$ cat src/rtl/sram_like_arbiter.sv
// Two-master (inst/data) to one-slave arbiter for the SRAM-like req/addr_ok/data_ok bus.
// Data has priority; an in-order owner FIFO routes each data_ok back to its issuer.
module sram_like_arbiter #(
  parameter int unsigned MAX_OUTSTANDING = 4,
  parameter int unsigned PTR_W           = 2
) (
  input  logic        clk,
  input  logic        reset,
  // instruction master
  input  logic        inst_req,
  input  logic        inst_wr,
  input  logic [1:0]  inst_size,
  input  logic [31:0] inst_addr,
  input  logic [3:0]  inst_wstrb,
  input  logic [31:0] inst_wdata,
  output logic        inst_addr_ok,
  output logic        inst_data_ok,
  output logic [31:0] inst_rdata,
  // data master
  input  logic        data_req,
  input  logic        data_wr,
  input  logic [1:0]  data_size,
  input  logic [31:0] data_addr,
  input  logic [3:0]  data_wstrb,
  input  logic [31:0] data_wdata,
  output logic        data_addr_ok,
  output logic        data_data_ok,
  output logic [31:0] data_rdata,
  // slave port
  output logic        slv_req,
  output logic        slv_wr,
  output logic [1:0]  slv_size,
  output logic [31:0] slv_addr,
  output logic [3:0]  slv_wstrb,
  output logic [31:0] slv_wdata,
  input  logic        slv_addr_ok,
  input  logic        slv_data_ok,
  input  logic [31:0] slv_rdata
);

  localparam int unsigned CNT_W = PTR_W + 1;

  typedef enum logic [1:0] {
    ST_IDLE      = 2'd0,
    ST_LOCK_INST = 2'd1,
    ST_LOCK_DATA = 2'd2
  } lock_state_e;

  typedef enum logic [1:0] {
    GNT_NONE = 2'd0,
    GNT_INST = 2'd1,
    GNT_DATA = 2'd2
  } grant_e;

  lock_state_e                state_q, state_d;
  logic [MAX_OUTSTANDING-1:0] owner_q, owner_d;
  logic [PTR_W-1:0]           rd_ptr_q, rd_ptr_d;
  logic [PTR_W-1:0]           wr_ptr_q, wr_ptr_d;
  logic [CNT_W-1:0]           cnt_q, cnt_d;

  grant_e grant;
  logic   fifo_full;
  logic   fifo_empty;
  logic   req_c;
  logic   push;
  logic   pop;
  logic   head_is_data;

  // A locked owner keeps the grant until its pending request is accepted.
  always_comb begin
    grant = GNT_NONE;
    case (state_q)
      ST_LOCK_INST: grant = GNT_INST;
      ST_LOCK_DATA: grant = GNT_DATA;
      default: begin
        if (data_req)      grant = GNT_DATA;
        else if (inst_req) grant = GNT_INST;
      end
    endcase
  end

  assign fifo_full    = (cnt_q == CNT_W'(MAX_OUTSTANDING));
  assign fifo_empty   = (cnt_q == '0);
  assign req_c        = !reset && (grant != GNT_NONE) && !fifo_full;
  assign push         = req_c && slv_addr_ok;
  assign pop          = !reset && slv_data_ok && !fifo_empty;
  assign head_is_data = owner_q[rd_ptr_q];

  // Request payload to the slave, from whichever master holds the grant.
  always_comb begin
    slv_req   = req_c;
    slv_wr    = inst_wr;
    slv_size  = inst_size;
    slv_addr  = inst_addr;
    slv_wstrb = inst_wstrb;
    slv_wdata = inst_wdata;
    if (grant == GNT_DATA) begin
      slv_wr    = data_wr;
      slv_size  = data_size;
      slv_addr  = data_addr;
      slv_wstrb = data_wstrb;
      slv_wdata = data_wdata;
    end
  end

  assign inst_addr_ok = push && (grant == GNT_INST);
  assign data_addr_ok = push && (grant == GNT_DATA);
  assign inst_data_ok = pop && !head_is_data;
  assign data_data_ok = pop && head_is_data;
  assign inst_rdata   = slv_rdata;
  assign data_rdata   = slv_rdata;

  // Lock FSM and owner FIFO next-state.
  always_comb begin
    state_d  = state_q;
    owner_d  = owner_q;
    rd_ptr_d = rd_ptr_q;
    wr_ptr_d = wr_ptr_q;
    cnt_d    = cnt_q;

    if (req_c) begin
      if (slv_addr_ok)           state_d = ST_IDLE;
      else if (grant == GNT_DATA) state_d = ST_LOCK_DATA;
      else                        state_d = ST_LOCK_INST;
    end

    if (push) begin
      owner_d[wr_ptr_q] = (grant == GNT_DATA);
      wr_ptr_d          = wr_ptr_q + PTR_W'(1);
    end
    if (pop) begin
      rd_ptr_d = rd_ptr_q + PTR_W'(1);
    end

    case ({push, pop})
      2'b10:   cnt_d = cnt_q + CNT_W'(1);
      2'b01:   cnt_d = cnt_q - CNT_W'(1);
      default: cnt_d = cnt_q;
    endcase
  end

  always_ff @(posedge clk) begin
    if (reset) begin
      state_q  <= ST_IDLE;
      owner_q  <= '0;
      rd_ptr_q <= '0;
      wr_ptr_q <= '0;
      cnt_q    <= '0;
    end else begin
      state_q  <= state_d;
      owner_q  <= owner_d;
      rd_ptr_q <= rd_ptr_d;
      wr_ptr_q <= wr_ptr_d;
      cnt_q    <= cnt_d;
    end
  end

endmodule
$ cat config.mk
export PLATFORM = sky130hd
export DESIGN_NAME = sram_like_arbiter
export DESIGN_NICKNAME = d
export VERILOG_FILES = /design/src/rtl/sram_like_arbiter.sv
export SDC_FILE = /design/constraint.sdc
export NUM_CORES = 1
export LEC_CHECK = 0
export ABC_AREA = 1
export ABC_CLOCK_PERIOD_IN_PS = 6900
export CORE_AREA = 2 2 124 126
export CTS_BUF_LIST = sky130_fd_sc_hd__clkbuf_4
export DETAILED_ROUTE_END_ITERATION = 16
export DIE_AREA = 0 0 126 128
export GPL_ROUTABILITY_DRIVEN = 0
export PLACE_DENSITY = 0.63
export SYNTH_ARGS = -nofsm -noshare
export SYNTH_HDL_FRONTEND = slang
export SYNTH_SLANG_ARGS = --single-unit
$ cat constraint.sdc
create_clock -name clk -period 6.9 [get_ports clk]
set_input_delay 0.69 -clock clk [delete_from_list [all_inputs] [get_ports clk]]
set_output_delay 0.69 -clock clk [all_outputs]
set_load 0.01 [all_outputs]
==> flow_summary.json <==
{
  "grt_overflow": 0,
  "hold_class": "register to register",
  "grt_max_degree": 76,
  "final_common_cell": "nand2_1",
  "crit_required_ps": 6210,
  "netlist-cell-type-count": 25,
  "fp.coreArea_sq_um": 14900,
  "numCtsBuffers": 3,
  "antenna_found_initial": 0,
  "peakVddDrop_mv": 0.0647,
  "drtIter0Drc": 143,
  "yosys_warnings": 0,
  "route.detailed.drc": 0,
  "ios": 320,
  "min_to": "cnt_q[2]",
  "synthCells": 414,
  "comb_power_share": 0.704,
  "swShare": 0.365,
  "tightest_slew_ps": 787,
  "intPower_mw": 0.290,
  "cp_slowest_cell": "buf_4",
  "fin_tns_setup_ps": 0,
  "switchingPower_mw": 0.166,
  "avgSynthCellArea_sq_um": 5.53,
  "cts_buffer_depth": 2,
  "postCtsSetupRepairBufs": 0,
  "grt_util_all_layers": 0.113,
  "worstHoldStart": "cnt_q[2]",
  "p_clk_frac": 0.118,
  "critPathKind": "input pin to output pin",
  "power_mw": 0.456,
  "numPortBuffers": 223,
  "synthesis.nets": 602,
  "via_per_inst": 3.75,
  "diodes": 0,
  "path_clk_slew_ps": 80,
  "synth_seq_cells": 13,
  "die_h_um": 128,
  "clock_skew_ps": 1.39,
  "rr_worst_depth": 15,
  "layout_common_cells": "236 x nand2_1, 223 x clkdlybuf4s50_1, 21 x inv_1",
  "period_needed_ps": 3660,
  "netlist_top_cells_area": "nand2_1 39%, buf_4 21%, dfxtp_1 11%",
  "rr_endpoint": "cnt_q[2]",
  "seqPwrFrac": 0.178,
  "netlist_area_sq_um": 2290,
  "pwr_density_cell_nw_per_um2": 110,
  "synthDominantCellAreaShare": 0.387,
  "worstPathArrival_ps": 2970,
  "wl_per_cell_um": 13.4,
  "r2r-start": "state_q[0]",
  "dpl.cell_count": 745,
  "cts_sinks": 13,
  "start_kind": "input pin",
  "hold_buffers": 0,
  "critPathMaxStageDelay_ps": 600,
  "path_cells": "clkdlybuf4s50_1 -> inv_1 -> nand3_2 -> nand3_2 -> buf_4 -> nand2_1 -> nand2_1 -> clkdlybuf4s50_1",
  "cp_max_fo": 75,
  "wl_um": 10100,
  "cts_tree": "done",
  "clk_latency_ps": 280,
  "num_rows": 45,
  "floorplan.initialDensity": 0.154,
  "relSlewSlack": 0.475,
  "layout.nets": 750,
  "grt_pass1_vias": 2642,
  "cap_viol_max_count": 0,
  "num_vias": 2807,
  "drtAntennaViolNets": 0,
  "finalMaxSlewViolations": 0,
  "whs_path_depth": 2,
  "dr.pass1.iters": 4,
  "cts_resized": 0,
  "reg2reg_slack_ps": 4320,
  "fmax_mhz": 273,
  "hold_viol": 0,
  "area_delta_synth_final_pct": 81.3,
  "holdWs_ps": 487,
  "grt_pass1_wl_um": 14700,
  "hpwl_um": 8270,
  "final_cells": 749,
  "status": "finished clean",
  "synth_seq_area_share": 0.114,
  "rsz0062_at_grt": "no",
  "cts-root-buf": "clkbuf_4",
  "die_area_sq_um": 16100,
  "die_w_um": 126,
  "cts_max_level": 1,
  "synth_top_cell_by_area": "nand2_1",
  "drive_gt1_frac": 0.0321,
  "setup_viol": 0,
  "min_period_over_period": 0.530,
  "power.leakage_nw": 1.91,
  "cp-end-kind": "output pin"
}
## cell usage after synthesis
library cell	instances
nand2_1	236
buf_4	64
inv_1	21
buf_6	13
dfxtp_1	13
nor2_1	13
a21oi_1	8
nand4_1	8
ha_1	7
o21ai_0	5
nand3_1	4
nand2_2	3
nand3_2	3
buf_2	2
clkbuf_1	2
inv_2	2
nor2_4	2
a22oi_1	1
and2_1	1
fa_1	1
inv_4	1
nor2_2	1
o21ai_1	1
o21ai_2	1
xor2_1	1
## per-layer routing
metal,up-vias,wire length [um],global-route usage,share of wire
li1,1481,-,-,-
met1,1162,4000,0.133,0.40
met2,160,4820,0.197,0.48
met3,4,1200,0.0492,0.12
met4,0,31,0.0123,0.0031
met5,-,0,0,0
## kinds of logic (layout without fill, tap and decap cells)
logic type | count (synthesis) | in the layout | synth area share
XOR/XNOR | 1 | 1 | 0.00383
buffers and inverters | 105 | 252 | 0.322
AND/OR/NAND/NOR | 271 | 271 | 0.476
AO/OA/AOI/OAI | 16 | 16 | 0.0377
flip-flops | 13 | 13 | 0.114
adder cells (fa/ha/maj) | 8 | 8 | 0.0470
## flip-flops by register name, indices dropped and copies added, names as in the netlist
register	count
cnt_q	3
owner_q	4
rd_ptr_q	2
state_q	2
wr_ptr_q	2
## worst max path at each step
stage	from	end	slack, ps	depth (start not counted)
floorplan	state_q[0]	cnt_q[2]	4570	15
global placement	data_req	slv_addr[5]	3240	8
detailed placement	data_req	slv_addr[5]	3280	8
CTS	data_req	slv_addr[5]	3270	8
global route	data_req	slv_addr[5]	3110	8
finish	data_req	slv_addr[28]	3240	8
## metrics by stage
stage / setup slack [ps] / instance area, sq um / util
floorplan: 4570 / 2290 / -
global placement: 3240 / 4120 / 0.277
detailed placement: 3280 / 4120 / 0.277
CTS: 3270 / 4150 / 0.279
global route: 3110 / 4150 / 0.279
finish: 3240 / 4150 / 0.279
## layout make-up
cell class,instances,area (sq um)
clock buffers,4,30.0
fillers,1662,10700
inverters,24,92.6
multi-input cells,296,1290
flip-flops and latches,13,260
well taps,188,235
repair buffers,224,2240
## worst max-delay path: cells and delay by family
family	cells	cell delay, ps
AND/OR/NAND/NOR	4	560
buffers and inverters	4	1630
## power groups by stage
stage / registers [mW] / clock network [mW] / logic (mW)
2_1_floorplan: 0.0822 / 0 / 0.171
3_3_place_gp: 0.0828 / 0 / 0.323
3_5_place_dp: 0.0828 / 0 / 0.322
4_1_cts: 0.0812 / 0.0561 / 0.324
5_1_grt: 0.0817 / 0.0597 / 0.348
6_report: 0.0811 / 0.0539 / 0.321
Note: power is estimated with default switching activity, not from simulation.
